--- config.mk ---
export PLATFORM = sky130hd
export DESIGN_NAME = reg_wb_scheduler_flat
export DESIGN_NICKNAME = d
export VERILOG_FILES = /design/src/rtl/reg_wb_scheduler_pkg.sv /design/src/rtl/reg_wb_scheduler_if.sv /design/src/rtl/reg_wb_scheduler_rr_arb.sv /design/src/rtl/reg_wb_scheduler.sv /design/src/flat_wrapper.sv
export SDC_FILE = /design/constraint.sdc
export NUM_CORES = 1
export LEC_CHECK = 0
export CAP_MARGIN = 5
export CORE_MARGIN = 1.5
export CORE_UTILIZATION = 40
export CTS_BUF_LIST = sky130_fd_sc_hd__clkbuf_4 sky130_fd_sc_hd__clkbuf_8
export DETAILED_ROUTE_END_ITERATION = 16
export PLACE_DENSITY = 0.72
export SLEW_MARGIN = 25
export SYNTH_ARGS = -nofsm -noshare
export SYNTH_HDL_FRONTEND = slang
export SYNTH_SLANG_ARGS = --single-unit
export TNS_END_PERCENT = 10
--- constraint.sdc ---
create_clock -name clk -period 3.8 [get_ports clk]
set_input_delay 0.76 -clock clk [delete_from_list [all_inputs] [get_ports clk]]
set_output_delay 0.76 -clock clk [all_outputs]
set_load 0.005 [all_outputs]
--- src/rtl/reg_wb_scheduler_pkg.sv ---
// Shared sizing constants and FSM encoding for the register writeback scheduler.
package reg_wb_scheduler_pkg;

  localparam int unsigned NREG   = 32;
  localparam int unsigned CNT_W  = 2;
  localparam int unsigned ADDR_W = 5;
  localparam int unsigned DATA_W = 32;

  typedef enum logic [0:0] {
    ST_RUN   = 1'b0,
    ST_DRAIN = 1'b1
  } state_t;

endpackage

--- src/rtl/reg_wb_scheduler_if.sv ---
// Issue, writeback, register-file and control signals of the scheduler.
interface reg_wb_scheduler_if #(
  parameter int unsigned NREG = reg_wb_scheduler_pkg::NREG
);
  import reg_wb_scheduler_pkg::*;

  logic              iss_valid;
  logic [ADDR_W-1:0] iss_rs1;
  logic [ADDR_W-1:0] iss_rs2;
  logic [ADDR_W-1:0] iss_rd;
  logic              iss_rd_we;
  logic              stall_flag;

  logic              alu_wb_valid;
  logic [ADDR_W-1:0] alu_wb_addr;
  logic [DATA_W-1:0] alu_wb_data;
  logic              alu_wb_ready;
  logic              mem_wb_valid;
  logic [ADDR_W-1:0] mem_wb_addr;
  logic [DATA_W-1:0] mem_wb_data;
  logic              mem_wb_ready;

  logic              reg_wr;
  logic [ADDR_W-1:0] reg_wr_addr;
  logic [DATA_W-1:0] reg_wr_data;

  logic              drain_req;
  logic              drain_done;
  logic              flush;
  logic [NREG-1:0]   busy_vec;
  logic              wb_err;

  modport master (
    output iss_valid, iss_rs1, iss_rs2, iss_rd, iss_rd_we,
    output alu_wb_valid, alu_wb_addr, alu_wb_data,
    output mem_wb_valid, mem_wb_addr, mem_wb_data,
    output drain_req, flush,
    input  stall_flag, alu_wb_ready, mem_wb_ready,
    input  reg_wr, reg_wr_addr, reg_wr_data,
    input  drain_done, busy_vec, wb_err
  );

  modport slave (
    input  iss_valid, iss_rs1, iss_rs2, iss_rd, iss_rd_we,
    input  alu_wb_valid, alu_wb_addr, alu_wb_data,
    input  mem_wb_valid, mem_wb_addr, mem_wb_data,
    input  drain_req, flush,
    output stall_flag, alu_wb_ready, mem_wb_ready,
    output reg_wr, reg_wr_addr, reg_wr_data,
    output drain_done, busy_vec, wb_err
  );

endinterface

--- src/rtl/reg_wb_scheduler_rr_arb.sv ---
// Two-requester round-robin arbiter; priority flips to the other side after each grant.
module wb_rr_arb (
  input  logic clk,
  input  logic reset,
  input  logic req_alu,
  input  logic req_mem,
  output logic gnt_alu,
  output logic gnt_mem
);

  logic prio_mem;

  // Grants are gated by reset so nothing is granted while reset is held.
  always_comb begin
    gnt_alu = 1'b0;
    gnt_mem = 1'b0;
    if (reset) begin
      if (req_alu && req_mem) begin
        gnt_alu = !prio_mem;
        gnt_mem = prio_mem;
      end else begin
        gnt_alu = req_alu;
        gnt_mem = req_mem;
      end
    end
  end

  always_ff @(posedge clk or negedge reset) begin
    if (!reset) begin
      prio_mem <= 1'b0;
    end else if (gnt_alu) begin
      prio_mem <= 1'b1;
    end else if (gnt_mem) begin
      prio_mem <= 1'b0;
    end
  end

endmodule

--- src/rtl/reg_wb_scheduler.sv ---
// Register scoreboard: tracks pending writes per register, stalls hazards,
// arbitrates ALU/MEM writebacks onto the register-file write port.
module reg_wb_scheduler
  import reg_wb_scheduler_pkg::*;
#(
  parameter int unsigned NREG  = reg_wb_scheduler_pkg::NREG,
  parameter int unsigned CNT_W = reg_wb_scheduler_pkg::CNT_W
) (
  input logic               clk,
  input logic               reset,
  reg_wb_scheduler_if.slave bus
);

  logic [CNT_W-1:0]  pending [NREG];
  logic [NREG-1:0]   busy;
  logic [NREG-1:0]   inc_vec;
  logic [NREG-1:0]   dec_vec;
  logic              rs1_busy;
  logic              rs2_busy;
  logic              rd_full;
  logic              wb_idle;
  logic              gnt_alu;
  logic              gnt_mem;
  logic              xfer;
  logic [ADDR_W-1:0] wb_addr;
  logic [DATA_W-1:0] wb_data;
  logic              accept;
  logic              in_drain;
  logic              drain_done;
  logic              wb_err;
  state_t            state_q;
  state_t            state_d;

  wb_rr_arb u_arb (
    .clk     (clk),
    .reset   (reset),
    .req_alu (bus.alu_wb_valid),
    .req_mem (bus.mem_wb_valid),
    .gnt_alu (gnt_alu),
    .gnt_mem (gnt_mem)
  );

  assign xfer    = gnt_alu | gnt_mem;
  assign wb_addr = gnt_mem ? bus.mem_wb_addr : bus.alu_wb_addr;
  assign wb_data = gnt_mem ? bus.mem_wb_data : bus.alu_wb_data;

  // Register 0 is skipped: its slot stays zero so it never reads busy.
  always_comb begin
    busy     = '0;
    inc_vec  = '0;
    dec_vec  = '0;
    rs1_busy = 1'b0;
    rs2_busy = 1'b0;
    rd_full  = 1'b0;
    wb_idle  = 1'b0;
    for (int unsigned i = 1; i < NREG; i++) begin
      busy[i]    = (pending[i] != '0);
      inc_vec[i] = accept && bus.iss_rd_we && (bus.iss_rd == ADDR_W'(i));
      dec_vec[i] = xfer && (wb_addr == ADDR_W'(i));
      if (bus.iss_rs1 == ADDR_W'(i)) rs1_busy = busy[i];
      if (bus.iss_rs2 == ADDR_W'(i)) rs2_busy = busy[i];
      if (bus.iss_rd_we && (bus.iss_rd == ADDR_W'(i))) rd_full = (pending[i] == '1);
      if (wb_addr == ADDR_W'(i)) wb_idle = (pending[i] == '0);
    end
  end

  assign in_drain       = (state_q == ST_DRAIN);
  assign bus.stall_flag = bus.iss_valid && (rs1_busy || rs2_busy || rd_full || in_drain);
  assign accept         = bus.iss_valid && !bus.stall_flag && !bus.flush;

  // Issue and writeback to the same register cancel; underflow holds at zero.
  always_ff @(posedge clk or negedge reset) begin
    if (!reset) begin
      for (int unsigned i = 0; i < NREG; i++) pending[i] <= '0;
    end else if (bus.flush) begin
      for (int unsigned i = 0; i < NREG; i++) pending[i] <= '0;
    end else begin
      for (int unsigned i = 1; i < NREG; i++) begin
        if (inc_vec[i] && !dec_vec[i]) begin
          pending[i] <= pending[i] + CNT_W'(1);
        end else if (dec_vec[i] && !inc_vec[i] && (pending[i] != '0)) begin
          pending[i] <= pending[i] - CNT_W'(1);
        end
      end
    end
  end

  always_ff @(posedge clk or negedge reset) begin
    if (!reset) begin
      bus.reg_wr      <= 1'b0;
      bus.reg_wr_addr <= '0;
      bus.reg_wr_data <= '0;
      wb_err          <= 1'b0;
    end else begin
      bus.reg_wr <= xfer && (wb_addr != '0);
      if (xfer && (wb_addr != '0)) begin
        bus.reg_wr_addr <= wb_addr;
        bus.reg_wr_data <= wb_data;
        if (wb_idle) wb_err <= 1'b1;
      end
    end
  end

  always_ff @(posedge clk or negedge reset) begin
    if (!reset) state_q <= ST_RUN;
    else        state_q <= state_d;
  end

  always_comb begin
    state_d    = state_q;
    drain_done = 1'b0;
    case (state_q)
      ST_RUN: begin
        if (bus.drain_req) state_d = ST_DRAIN;
      end
      ST_DRAIN: begin
        drain_done = ~|busy;
        if (!bus.drain_req) state_d = ST_RUN;
      end
      default: state_d = ST_RUN;
    endcase
  end

  assign bus.alu_wb_ready = gnt_alu;
  assign bus.mem_wb_ready = gnt_mem;
  assign bus.busy_vec     = busy;
  assign bus.drain_done   = drain_done;
  assign bus.wb_err       = wb_err;

endmodule

--- src/flat_wrapper.sv ---
// flat-port wrapper written by rule: the top's interface ports become plain ports
module reg_wb_scheduler_flat import reg_wb_scheduler_pkg::*;
#(
  parameter int unsigned NREG  = reg_wb_scheduler_pkg::NREG,
  parameter int unsigned CNT_W = reg_wb_scheduler_pkg::CNT_W
)
  (clk, reset, bus_iss_valid, bus_iss_rs1, bus_iss_rs2, bus_iss_rd, bus_iss_rd_we, bus_alu_wb_valid, bus_alu_wb_addr, bus_alu_wb_data, bus_mem_wb_valid, bus_mem_wb_addr, bus_mem_wb_data, bus_drain_req, bus_flush, bus_stall_flag, bus_alu_wb_ready, bus_mem_wb_ready, bus_reg_wr, bus_reg_wr_addr, bus_reg_wr_data, bus_drain_done, bus_busy_vec, bus_wb_err);
  reg_wb_scheduler_if #(.NREG(NREG)) bus_i ();
  input logic clk;
  input logic reset;
  input wire logic [$bits(bus_i.iss_valid)-1:0] bus_iss_valid;
  input wire logic [$bits(bus_i.iss_rs1)-1:0] bus_iss_rs1;
  input wire logic [$bits(bus_i.iss_rs2)-1:0] bus_iss_rs2;
  input wire logic [$bits(bus_i.iss_rd)-1:0] bus_iss_rd;
  input wire logic [$bits(bus_i.iss_rd_we)-1:0] bus_iss_rd_we;
  input wire logic [$bits(bus_i.alu_wb_valid)-1:0] bus_alu_wb_valid;
  input wire logic [$bits(bus_i.alu_wb_addr)-1:0] bus_alu_wb_addr;
  input wire logic [$bits(bus_i.alu_wb_data)-1:0] bus_alu_wb_data;
  input wire logic [$bits(bus_i.mem_wb_valid)-1:0] bus_mem_wb_valid;
  input wire logic [$bits(bus_i.mem_wb_addr)-1:0] bus_mem_wb_addr;
  input wire logic [$bits(bus_i.mem_wb_data)-1:0] bus_mem_wb_data;
  input wire logic [$bits(bus_i.drain_req)-1:0] bus_drain_req;
  input wire logic [$bits(bus_i.flush)-1:0] bus_flush;
  output wire logic [$bits(bus_i.stall_flag)-1:0] bus_stall_flag;
  output wire logic [$bits(bus_i.alu_wb_ready)-1:0] bus_alu_wb_ready;
  output wire logic [$bits(bus_i.mem_wb_ready)-1:0] bus_mem_wb_ready;
  output wire logic [$bits(bus_i.reg_wr)-1:0] bus_reg_wr;
  output wire logic [$bits(bus_i.reg_wr_addr)-1:0] bus_reg_wr_addr;
  output wire logic [$bits(bus_i.reg_wr_data)-1:0] bus_reg_wr_data;
  output wire logic [$bits(bus_i.drain_done)-1:0] bus_drain_done;
  output wire logic [$bits(bus_i.busy_vec)-1:0] bus_busy_vec;
  output wire logic [$bits(bus_i.wb_err)-1:0] bus_wb_err;
  assign bus_i.iss_valid = bus_iss_valid;
  assign bus_i.iss_rs1 = bus_iss_rs1;
  assign bus_i.iss_rs2 = bus_iss_rs2;
  assign bus_i.iss_rd = bus_iss_rd;
  assign bus_i.iss_rd_we = bus_iss_rd_we;
  assign bus_i.alu_wb_valid = bus_alu_wb_valid;
  assign bus_i.alu_wb_addr = bus_alu_wb_addr;
  assign bus_i.alu_wb_data = bus_alu_wb_data;
  assign bus_i.mem_wb_valid = bus_mem_wb_valid;
  assign bus_i.mem_wb_addr = bus_mem_wb_addr;
  assign bus_i.mem_wb_data = bus_mem_wb_data;
  assign bus_i.drain_req = bus_drain_req;
  assign bus_i.flush = bus_flush;
  assign bus_stall_flag = bus_i.stall_flag;
  assign bus_alu_wb_ready = bus_i.alu_wb_ready;
  assign bus_mem_wb_ready = bus_i.mem_wb_ready;
  assign bus_reg_wr = bus_i.reg_wr;
  assign bus_reg_wr_addr = bus_i.reg_wr_addr;
  assign bus_reg_wr_data = bus_i.reg_wr_data;
  assign bus_drain_done = bus_i.drain_done;
  assign bus_busy_vec = bus_i.busy_vec;
  assign bus_wb_err = bus_i.wb_err;
  reg_wb_scheduler #(.NREG(NREG), .CNT_W(CNT_W)) u_core (.clk(clk), .reset(reset), .bus(bus_i));
endmodule
==> results by group <==
Synth
  • Post-synth EDFFs: 0
  • Yosys warnings: 0
  • Top_reg_cell synth: dfrtp_1
  • Average cell area after synthesis: 7.88 µm²
  • FF+latch count, synth: 103
  • Cell taking the most area after synthesis: dfrtp_1
  • Largest cells by area after synthesis: dfrtp_1, nand2_1, mux2i_1
  • Ys async rst share: 1.00
  • Area share of the largest cell type after synthesis: 0.295
  • Synthesized cell area: 0.00874 mm²
  • Post-synth cell types: 94
  • Cells after Synth: 1,109
  • Syn_nets: 1,206
  • Register area share after synthesis: 0.295

STA
  • Slew Limit Fails: 0
  • Worst Tran Pin Value: 0.988 ns
  • Worst Slack Setup Final: -0.00462 ns
  • Final Hold Vio Count: 0
  • RSZ-0062 raised after global routing: true
  • Tcrit/Tclk final: 1.00
  • Minimum clock period after layout: 3.80 ns
  • Worst slew margin: 0.336
  • Fmax: 263 MHz
  • Final setup violation count: 1
  • Clock Skews: 0.0147 ns

Outcome
  • Failing checks: setup timing
  • Status: finished, violations left

Worst hold path
  • Hold Path Class: in -> async

Placement
  • Final HPWL from detailed placement: 29.9 mm
  • Pre-CTS setup slack: -0.475 ns
  • Placed instance count: 1,662
  • # port buffers: 170
  • Global placement routability congestion: 1.00

Worst setup path
  • Setup crit end kind: primary output
  • Worst setup SP type: input port
  • Delay-heaviest family, CP: buffers and inverters
  • R2R Path Start: u_core.pending[54]$_DFFE_PN0P_
  • Worst r2r dst: u_core.pending[20]$_DFFE_PN0P_
  • R2R cell count: 11
  • CP max stage cell: dlygate4sd2_1
  • CP max stage delay: 0.27 ns
  • Worst path buffer plus inverter count: 4
  • Sequence of cells on the critical path: dlygate4sd2_1, buf_4, buf_4, nand2_1, o32ai_2, a32oi_1, nand4_1, a211oi_2, nand3_2, or2_1, and2_1, dlygate4sd2_1
  • R2R Setup Slk: 0.36 ns
  • Worst-path fanout max: 6
  • Data arrival time of the worst path: 3.04 ns
  • Critical setup path kind: in -> out
  • CP required: 3.04 ns

Clock tree
  • CTS Sinks: 103
  • Post-CTS Hold Buffers: 0
  • Clk_lat worst skew: 0.42 ns
  • CTS root buffer: clkbuf_8
  • TritonCTS clock tree: yes
  • CTS Buffer Depth: 2
  • Worst-path clk slew: 0.12 ns
  • H-tree levels: 3
  • CTS Buf Count: 9

Layout
  • Commonest non-fill, non-tap cells in the layout: buf_4, clkdlybuf4s50_1, nand2_1
  • Diodes inserted: 0
  • Fraction of layout cells with a size suffix above 1: 0.196
  • Nets: 1,500
  • Area delta synth->final: 39.7%
  • Non-filler cells, final: 1,683
  • Commonest non-fill, non-tap cell in the layout: buf_4

Routing
  • DR iter-0 viols: 1,334
  • Remaining DRCs: 0
  • Drt pass-1 iters: 8
  • Wire per inst: 22.7 µm
  • Total number of vias: 10,500
  • WL final: 38.2 mm
  • Routed Antenna Nets: 0
  • Vias per cell: 6.22

Floorplanning
  • Die ar.: 0.0227 mm²
  • Core Rows: 53
  • Die Y: 151 µm
  • I/O pins: 172
  • Initial Util: 0.412
  • Area of the core: 0.0212 mm²
  • Width of the die: 151 µm

Global route
  • All-Layer GR Usage: 0.333
  • Pin count of the biggest net entering global routing: 74
  • Initial antenna violation count: 0
  • GRT overflow: 0
  • First-pass GRT wire length: 56.8 mm
  • Vias in the first global route: 9,602

Power and ir drop
  • Cell Pwr Density: 231 mW/mm²
  • Leakage dissipation: 5.02 nW
  • Maximum vdd drop: 0.000153 V
  • Tot Pwr: 0.00282 W

Job
  • Max Cap Viol: 0
registers in the layout (all words and copies together), names as in the netlist:
register	count
u_core.pending	62
u_core.bus.reg_wr_addr	5
u_core.bus.reg_wr_data	32
u_core.in_drain	1
u_core.u_arb.prio_mem	1
u_core.bus.wb_err	1
u_core.bus.reg_wr	1
synth_stat cells, types with 6 or more instances:
cell type / count
or3b_1: 9
buf_6: 6
mux2i_1: 44
and3_1: 11
nor2_1: 94
nand4b_1: 6
and2_1: 8
o21ai_0: 87
o31a_1: 10
a2111oi_0: 6
a21oi_1: 58
nand2_1: 121
nor4b_1: 7
nor2b_1: 19
nand2b_1: 22
o21a_1: 11
buf_2: 21
o31ai_1: 6
nor4_2: 8
o32ai_1: 10
clkbuf_1: 33
nand4_1: 10
nand3b_1: 9
or2_2: 7
nand3_1: 36
nor3b_1: 9
inv_1: 43
a31oi_1: 25
nor3_1: 52
dfrtp_1: 103
nor4_1: 26
o22ai_1: 17
o2111ai_1: 9
a211oi_1: 17
mux2_2: 6
o211ai_1: 18
or4_1: 8
report_power, final:
group	internal (W)	switching (W)	total [W]	leakage, nW
Combinational	0.000422	0.000473	0.000896	3.56
Sequential	0.00116	0.0000319	0.00119	1.37
Clock	0.000258	0.000480	0.000738	0.0966
Total	0.00184	0.000985	0.00282	5.02
worst max path at each step:
| stage | start | end | slack [ns] | depth (start not counted) |
|---|---|---|---|---|
| after floorplan | bus_iss_rd[4] | bus_stall_flag | 0.47 | 10 |
| after global placement | bus_iss_rs2[0] | bus_stall_flag | -0.50 | 10 |
| after detailed placement | bus_iss_rs2[0] | bus_stall_flag | -0.47 | 10 |
| after CTS | bus_iss_rd[1] | bus_stall_flag | -0.03 | 11 |
| after global routing | bus_iss_rs2[2] | bus_stall_flag | -0.03 | 11 |
| final | bus_iss_rs1[1] | bus_stall_flag | -0.005 | 12 |
per-layer routing:
layer	part of all wire	up-vias	GRT usage	wire, µm
met3	0.11	98	0.0645	4360
met2	0.44	662	0.514	16800
met1	0.41	4930	0.469	15800
met5	0	-	0	0
met4	0.032	0	0.102	1220
li1	-	4775	-	-
cell families after synthesis:
kind of cell,synth area share
AO/OA/AOI/OAI,0.262
XOR/XNOR,0.00601
buffers and inverters,0.0606
flip-flops,0.295
multiplexers,0.0623
other,0.000429
AND/OR/NAND/NOR,0.314
per-stage QoR:
stage / util / area [µm²] / hold WS [ns] / setup TNS (ns)
floorplan: - / 8740 / 0.464 / 0
global placement: 0.556 / 11800 / 0.461 / -8.83
detailed placement: 0.556 / 11800 / 0.469 / -9.44
CTS: 0.570 / 12100 / 0.401 / -0.0326
global route: 0.575 / 12200 / 0.416 / -0.0309
finish: 0.575 / 12200 / 0.387 / -0.00462
final cells by class:
cell class | instances | area [µm²]
inverters | 46 | 173
clock inverters | 7 | 72.6
fillers | 1997 | 9010
well taps | 275 | 344
flip-flops and latches | 103 | 2580
multi-input cells | 891 | 5800
clock buffers | 9 | 124
repair buffers | 352 | 3120
what timing repair did:
item                       CTS  global route
setup endpoints to repair    2             4
pin swaps                    8            12
setup buffers                1             3
resized for setup           36            27
cloned                       1             0
Power figures use the tool's default switching activity.
